[src/rtl/boot_sequencer_pkg.sv]
// Shared encodings for the boot sequencer: FSM state codes, header field positions
// and the counter width used by the write-port address generators.
package boot_sequencer_pkg;

   localparam int unsigned BOOT_CNT_W = 16;

   // Header word layout: instruction count in the upper half, data count in the lower.
   localparam int unsigned BOOT_HDR_ICNT_MSB = 31;
   localparam int unsigned BOOT_HDR_ICNT_LSB = 16;
   localparam int unsigned BOOT_HDR_DCNT_MSB = 15;
   localparam int unsigned BOOT_HDR_DCNT_LSB = 0;

   localparam logic [2:0] BOOT_IDLE   = 3'd0;
   localparam logic [2:0] BOOT_HDR    = 3'd1;
   localparam logic [2:0] BOOT_LOAD_D = 3'd2;
   localparam logic [2:0] BOOT_LOAD_I = 3'd3;
   localparam logic [2:0] BOOT_CHK    = 3'd4;
   localparam logic [2:0] BOOT_RUN    = 3'd5;
   localparam logic [2:0] BOOT_DONE   = 3'd6;
   localparam logic [2:0] BOOT_ERR    = 3'd7;

   // States in which the sequencer consumes stream words (and counts as busy).
   function automatic logic boot_takes_stream(input logic [2:0] st);
      return (st == BOOT_HDR) || (st == BOOT_LOAD_D) || (st == BOOT_LOAD_I) || (st == BOOT_CHK);
   endfunction

endpackage

[src/rtl/boot_sequencer_wr_port.sv]
// Registered BRAM write-port generator: one word in, one single-cycle write pulse out
// on the next cycle at byte address word_index*4.
module boot_wr_port
   import boot_sequencer_pkg::*;
#(
   parameter int unsigned ADDR_W = 10,
   parameter int unsigned DATA_W = 32
) (
   input  logic              clk,
   input  logic              rst,
   input  logic              i_clr,
   input  logic              i_wr,
   input  logic [DATA_W-1:0] i_dat,
   output logic [ADDR_W-1:0] o_addr,
   output logic [DATA_W-1:0] o_dat,
   output logic              o_enb
);

   logic [BOOT_CNT_W-1:0] r_cnt;
   logic [ADDR_W-1:0]     r_addr;
   logic [DATA_W-1:0]     r_dat;
   logic                  r_enb;

   always_ff @(posedge clk) begin
      if (!rst) begin
         r_cnt  <= '0;
         r_addr <= '0;
         r_dat  <= '0;
         r_enb  <= 1'b0;
      end else begin
         r_enb <= i_wr;
         if (i_clr) begin
            r_cnt <= '0;
         end else if (i_wr) begin
            r_cnt  <= r_cnt + 1'b1;
            // Counts are bounded by the MAX params, so the truncation never bites.
            r_addr <= ADDR_W'({r_cnt, 2'b00});
            r_dat  <= i_dat;
         end
      end
   end

   assign o_addr = r_addr;
   assign o_dat  = r_dat;
   assign o_enb  = r_enb;

endmodule

[src/rtl/boot_sequencer.sv]
// Boot sequencer: loads a header-described image from a word stream into data then
// instruction BRAM, then releases the CPU. Optional trailing checksum: BOOT_CHECKSUM_EN.
module boot_sequencer
   import boot_sequencer_pkg::*;
#(
   parameter int unsigned ADDR_W      = 10,
   parameter int unsigned DATA_W      = 32,
   parameter int unsigned D_WORDS_MAX = 256,
   parameter int unsigned I_WORDS_MAX = 256
) (
   input  logic              clk,
   input  logic              rst,
   input  logic              start,
   input  logic              s_valid,
   input  logic [DATA_W-1:0] s_data,
   output logic              s_ready,
   output logic [ADDR_W-1:0] d_w_addr,
   output logic [DATA_W-1:0] d_w_dat,
   output logic              d_w_enb,
   output logic [ADDR_W-1:0] i_w_addr,
   output logic [DATA_W-1:0] i_w_dat,
   output logic              i_w_enb,
   output logic              d_bram_init_done,
   output logic              pc_stall,
   output logic              i_r_enb,
   output logic              rd_enbl,
   output logic              busy,
   output logic              error
);

   localparam logic [BOOT_CNT_W:0] LP_D_MAX = 17'(D_WORDS_MAX);
   localparam logic [BOOT_CNT_W:0] LP_I_MAX = 17'(I_WORDS_MAX);
`ifdef BOOT_CHECKSUM_EN
   localparam logic [2:0] LP_END_ST = BOOT_CHK;
`else
   localparam logic [2:0] LP_END_ST = BOOT_RUN;
`endif

   logic [2:0]            r_state;
   logic [2:0]            w_state_nxt;
   logic [BOOT_CNT_W-1:0] r_left;
   logic [BOOT_CNT_W-1:0] w_left_nxt;
   logic [BOOT_CNT_W-1:0] r_i_cnt;
   logic [BOOT_CNT_W-1:0] w_i_cnt_nxt;
   logic [BOOT_CNT_W-1:0] w_hdr_d;
   logic [BOOT_CNT_W-1:0] w_hdr_i;
   logic                  w_acc;
   logic                  w_d_wr;
   logic                  w_i_wr;
   logic                  w_hdr_clr;
`ifdef BOOT_CHECKSUM_EN
   logic [DATA_W-1:0]     r_xor;
`endif

   assign w_acc     = s_valid & s_ready;
   assign w_hdr_d   = s_data[BOOT_HDR_DCNT_MSB:BOOT_HDR_DCNT_LSB];
   assign w_hdr_i   = s_data[BOOT_HDR_ICNT_MSB:BOOT_HDR_ICNT_LSB];
   assign w_hdr_clr = (r_state == BOOT_HDR);

   always_comb begin
      w_state_nxt = r_state;
      w_left_nxt  = r_left;
      w_i_cnt_nxt = r_i_cnt;
      w_d_wr      = 1'b0;
      w_i_wr      = 1'b0;
      case (r_state)
         BOOT_IDLE, BOOT_DONE: begin
            if (start) begin
               w_state_nxt = BOOT_HDR;
            end
         end
         BOOT_HDR: begin
            if (w_acc) begin
               w_i_cnt_nxt = w_hdr_i;
               if (({1'b0, w_hdr_d} > LP_D_MAX) || ({1'b0, w_hdr_i} > LP_I_MAX)) begin
                  w_state_nxt = BOOT_ERR;
               end else if (w_hdr_d != '0) begin
                  w_left_nxt  = w_hdr_d;
                  w_state_nxt = BOOT_LOAD_D;
               end else if (w_hdr_i != '0) begin
                  w_left_nxt  = w_hdr_i;
                  w_state_nxt = BOOT_LOAD_I;
               end else begin
                  w_state_nxt = LP_END_ST;
               end
            end
         end
         BOOT_LOAD_D: begin
            if (w_acc) begin
               w_d_wr = 1'b1;
               if (r_left == 16'd1) begin
                  if (r_i_cnt != '0) begin
                     w_left_nxt  = r_i_cnt;
                     w_state_nxt = BOOT_LOAD_I;
                  end else begin
                     w_state_nxt = LP_END_ST;
                  end
               end else begin
                  w_left_nxt = r_left - 1'b1;
               end
            end
         end
         BOOT_LOAD_I: begin
            if (w_acc) begin
               w_i_wr = 1'b1;
               if (r_left == 16'd1) begin
                  w_state_nxt = LP_END_ST;
               end else begin
                  w_left_nxt = r_left - 1'b1;
               end
            end
         end
`ifdef BOOT_CHECKSUM_EN
         BOOT_CHK: begin
            if (w_acc) begin
               w_state_nxt = (s_data == r_xor) ? BOOT_RUN : BOOT_ERR;
            end
         end
`endif
         BOOT_RUN: w_state_nxt = BOOT_DONE;
         BOOT_ERR: w_state_nxt = BOOT_ERR;
         default:  w_state_nxt = BOOT_IDLE;
      endcase
   end

   always_ff @(posedge clk) begin
      if (!rst) begin
         r_state <= BOOT_IDLE;
         r_left  <= '0;
         r_i_cnt <= '0;
      end else begin
         r_state <= w_state_nxt;
         r_left  <= w_left_nxt;
         r_i_cnt <= w_i_cnt_nxt;
      end
   end

`ifdef BOOT_CHECKSUM_EN
   // Running XOR restarts with the header word itself.
   always_ff @(posedge clk) begin
      if (!rst) begin
         r_xor <= '0;
      end else if (w_hdr_clr && w_acc) begin
         r_xor <= s_data;
      end else if (w_d_wr || w_i_wr) begin
         r_xor <= r_xor ^ s_data;
      end
   end
`endif

   boot_wr_port #(
      .ADDR_W (ADDR_W),
      .DATA_W (DATA_W)
   ) u_d_port (
      .clk    (clk),
      .rst    (rst),
      .i_clr  (w_hdr_clr),
      .i_wr   (w_d_wr),
      .i_dat  (s_data),
      .o_addr (d_w_addr),
      .o_dat  (d_w_dat),
      .o_enb  (d_w_enb)
   );

   boot_wr_port #(
      .ADDR_W (ADDR_W),
      .DATA_W (DATA_W)
   ) u_i_port (
      .clk    (clk),
      .rst    (rst),
      .i_clr  (w_hdr_clr),
      .i_wr   (w_i_wr),
      .i_dat  (s_data),
      .o_addr (i_w_addr),
      .o_dat  (i_w_dat),
      .o_enb  (i_w_enb)
   );

   // All control outputs decode the state register; the CPU sees init_done one
   // cycle (RUN) before the PC is released in DONE.
   assign s_ready          = boot_takes_stream(r_state);
   assign busy             = boot_takes_stream(r_state);
   assign d_bram_init_done = (r_state == BOOT_RUN) || (r_state == BOOT_DONE);
   assign pc_stall         = (r_state != BOOT_DONE);
   assign i_r_enb          = (r_state == BOOT_DONE);
   assign rd_enbl          = (r_state == BOOT_DONE);
   assign error            = (r_state == BOOT_ERR);

endmodule
[config.mk]
export PLATFORM = sky130hd
export DESIGN_NAME = boot_sequencer
export DESIGN_NICKNAME = d
export VERILOG_FILES = /design/src/rtl/boot_sequencer_pkg.sv /design/src/rtl/boot_sequencer_wr_port.sv /design/src/rtl/boot_sequencer.sv
export SDC_FILE = /design/constraint.sdc
export NUM_CORES = 1
export LEC_CHECK = 0
export ABC_AREA = 1
export CORE_ASPECT_RATIO = 0.8
export CORE_UTILIZATION = 50
export CTS_BUF_LIST = sky130_fd_sc_hd__clkbuf_4 sky130_fd_sc_hd__clkbuf_8
export DETAILED_ROUTE_END_ITERATION = 12
export GPL_TIMING_DRIVEN = 0
export HOLD_SLACK_MARGIN = 0.15
export PLACE_DENSITY = 0.75
export SKIP_CTS_REPAIR_TIMING = 1
export SYNTH_ARGS = -nofsm -noshare
export SYNTH_HDL_FRONTEND = slang
export SYNTH_SLANG_ARGS = --single-unit
export TNS_END_PERCENT = 1
[constraint.sdc]
create_clock -name clk -period 4.4 [get_ports clk]
set_clock_uncertainty 0.1 [all_clocks]
set_input_delay 0.88 -clock clk [delete_from_list [all_inputs] [get_ports clk]]
set_output_delay 0.88 -clock clk [all_outputs]
set_load 0.02 [all_outputs]
==> reports/results.tsv <==
stage	metric	value	unit
status	status	completed	
place	Placer Congestion	0.943	
die	Initial Utilization	0.523	
clocking	CTS Sinks	133	
grt	initial antenna violation count	0	
drt	drt drc	0	
drt	1st-iter DRT viols	703	
clocking	Clk Latency, worst-skew pair	450	ps
cells_and_area	layout cells sized above 1	0.0760	
synth	Post-Syn Area	6140	sq um
run	Max Cap Viol	0	
setup_path	Slowest-stage cell, CP	clkdlybuf4s50_1	
drt	Routed Antenna Nets	0	
clocking	clock transition at the registers of the reported paths	80	ps
power	sequential share of power	0.345	
die	Total Die Area	12700	sq um
power	Lkg Pwr	3.39	nW
cells_and_area	area delta synth->final	29.8	%
setup_path	cell-by-cell trace of the critical path	inv_2 -> nor2_4 -> inv_2 -> nor2_4 -> inv_2 -> nand2_2 -> inv_2 -> o21ai_0 -> buf_4 -> clkdlybuf4s50_1	
setup_path	crit-path max FO	6	
setup_path	Worst Path Buf+Inv	6	
die	Die H	101	microns
sta	Final Hold Viols	0	
setup_path	max incr delay on CP	580	ps
clocking	CTS root buffer	clkbuf_8	
setup_path	Worst setup SP type	flop	
synth	Post-Syn Area per Cell	6.86	sq um
drt	via count	6446	
drt	Routed WL per cell	16.8	microns
grt	GRT overflow	0	
cells_and_area	n_diodes	0	
sta	worst slew pin tran	691	ps
synth	Yosys warnings	0	
synth	instance count of the mapped netlist	895	
sta	RSZ-0062 raised after global routing	false	
sta	fmax	299	MHz
synth	post-synth top area cell	dfxtp_1	
synth	Yosys reg bits	133	
sta	setup TNS	0	ps
grt	number of global-route vias before repair	5912	
sta	final setup fails	0	
synth	ranking of synthesized cells by area	dfxtp_1 (43%), nand2_1 (12%), nor2_1 (9.5%), o21ai_0 (8.4%), a21oi_1 (8.0%)	
drt	drt first pass iters	5	
setup_path	WP data arrival	2370	ps
grt	largest net degree at the start of global routing	17	
clocking	CTS tree	yes	
power	Comb power frac	0.422	
cells_and_area	Nets	1081	
power	Pwr Density	555	nW/um^2
clocking	H-tree levels	4	
power	P_sw	1.89	mW
drt	Total Wirelength	20.2	mm
setup_path	CP Class	reg -> out	
power	Int Power	2.53	mW
setup_path	CP endpoint kind	output pin	
synth	share of Yosys cell area claimed by the top area cell type	0.434	
die	Die W	126	microns
setup_path	CP most frequent cell	inv_2	
clocking	Longest Clk Path Bufs	2	
cells_and_area	Finished Core Util	0.678	
setup_path	CP delay by family, top	buffers and inverters	
hold_path	HP Class	reg -> reg	
sta	max-slew violation count	0	
die	Site Rows	35	
synth	number of distinct library cells after synthesis	35	
drt	drt via density	5.37	
sta	Slew HR	0.540	
grt	All-Layer GR Usage	0.326	
setup_path	Worst EP required	3420	ps
grt	first-pass GRT wire length	31.5	mm
die	IO Count	129	
clocking	CTS buffer count	17	
place	DP Wirelength	15.0	mm
place	port bufs	124	
sta	crit share post-route	0.761	
power	peak supply drop	0.000263	V
power	switching part of the total	0.428	
synth	post-synthesis sequential area ratio	0.434	
power	post-layout total power	4.42	mW
sta	min Tclk post-route	3350	ps
die	Core ar.	11700	sq um
power	clock share of power	0.233	
## through the flow
stage               hold WS (ps)  setup WS (ps)  instances  cell area [sq um]
floorplan                    344           1990        898               6150
global placement             354           1040       1170               7570
detailed placement           355           1020       1170               7570
CTS                          367           1070       1201               7960
global route                 388            929       1201               7960
finish                       366           1050       1201               7960
## worst min-delay path, stage by stage, from the launching register on
cell and delay [ps]:
dfxtp_1 310, nand2_1 60, a21oi_1 50
## sequential cells by signal, indices dropped and copies added (netlist names)
register / flops
u_i_port.r_cnt: 8
u_i_port.o_enb: 1
u_d_port.r_cnt: 8
r_left: 16
r_i_cnt: 16
u_i_port.o_addr: 8
u_i_port.o_dat: 32
u_d_port.o_dat: 32
u_d_port.o_addr: 8
u_d_port.o_enb: 1
r_state: 3
## cell families (layout without fill, tap and decap cells)
group / count (synthesis) / after routing / synth area share
other: 1 / 4 / 0.000611
and+or+nand+nor: 422 / 422 / 0.294
xor gates and xnor gates: 7 / 7 / 0.00999
adders and majority gates: 4 / 4 / 0.00816
AOI/OAI and AO/OA: 205 / 205 / 0.169
DFF: 133 / 133 / 0.434
buffers and inverters: 123 / 278 / 0.0846
## layout by cell type, fill, tap and decap left out, types with 5 or more instances in the layout
| cell type | instances |
|---|---|
| nor3_1 | 5 |
| o21ai_0 | 103 |
| buf_2 | 13 |
| inv_1 | 73 |
| clkbuf_8 | 17 |
| xor2_1 | 6 |
| a21oi_1 | 98 |
| nand3_1 | 45 |
| nor2_1 | 156 |
| dfxtp_1 | 133 |
| or2_2 | 5 |
| clkdlybuf4s50_1 | 124 |
| inv_2 | 7 |
| inv_6 | 5 |
| buf_4 | 7 |
| clkbuf_1 | 19 |
| nand2_1 | 188 |
| nor2_4 | 6 |
| clkinvlp_4 | 5 |
## layout make-up
class	instances	area [sq um]
well taps	148	185
clock buffers	18	241
clock inverters	13	146
inverters	80	300
flip-flops and latches	133	2660
fillers	1017	3770
repair buffers	124	1240
plain buffers	43	219
multi-input cells	642	2970
## routing by layer
| layer | vias up | part of all wire | GRT usage |
|---|---|---|---|
| li1 | 3170 | - | - |
| met1 | 2902 | 0.47 | 0.473 |
| met2 | 345 | 0.40 | 0.458 |
| met3 | 29 | 0.11 | 0.0966 |
| met4 | 0 | 0.017 | 0.107 |
| met5 | - | 0 | 0 |
## Yosys cell counts
cell / count
ha_1: 4
dfxtp_1: 133
xnor2_1: 1
nand3_1: 45
nand3_2: 1
nand3b_1: 3
buf_1: 2
xor2_1: 6
nor2_4: 6
nor3_1: 5
o211ai_1: 1
nor2_1: 156
inv_2: 7
conb_1: 1
a31oi_1: 1
nand4_1: 3
nand4_4: 1
nor3_2: 1
nor4_1: 1
nand2_4: 1
nor3_4: 1
or2_2: 5
o21ai_0: 103
nand2_1: 188
buf_2: 13
inv_1: 73
nor4b_1: 1
nor2_2: 1
nor2_8: 1
a211oi_1: 2
nand2_2: 2
buf_4: 7
a21oi_1: 98
clkbuf_1: 19
buf_6: 2
## final timing paths
kind	slack (ps)	to	cells after the start	start
worst max-delay path	1050	s_ready	10	r_state[0]
worst min-delay path	370	u_i_port.o_dat[23]	2	u_i_port.o_dat[23]
worst max register to register	2020	r_left[8]	10	r_left[5]
worst min register to register	370	u_i_port.o_dat[23]	2	u_i_port.o_dat[23]
## power by group through the flow
| stage | logic, mW | clock network, mW | registers (mW) |
|---|---|---|---|
| finish | 1.87 | 1.03 | 1.52 |
| global route | 2.07 | 1.08 | 1.54 |
| CTS | 1.83 | 1.03 | 1.51 |
| detailed placement | 1.82 | 0 | 1.54 |
| global placement | 1.81 | 0 | 1.54 |
| floorplan | 1.16 | 0 | 1.59 |
(Power assumes the default switching activity.)
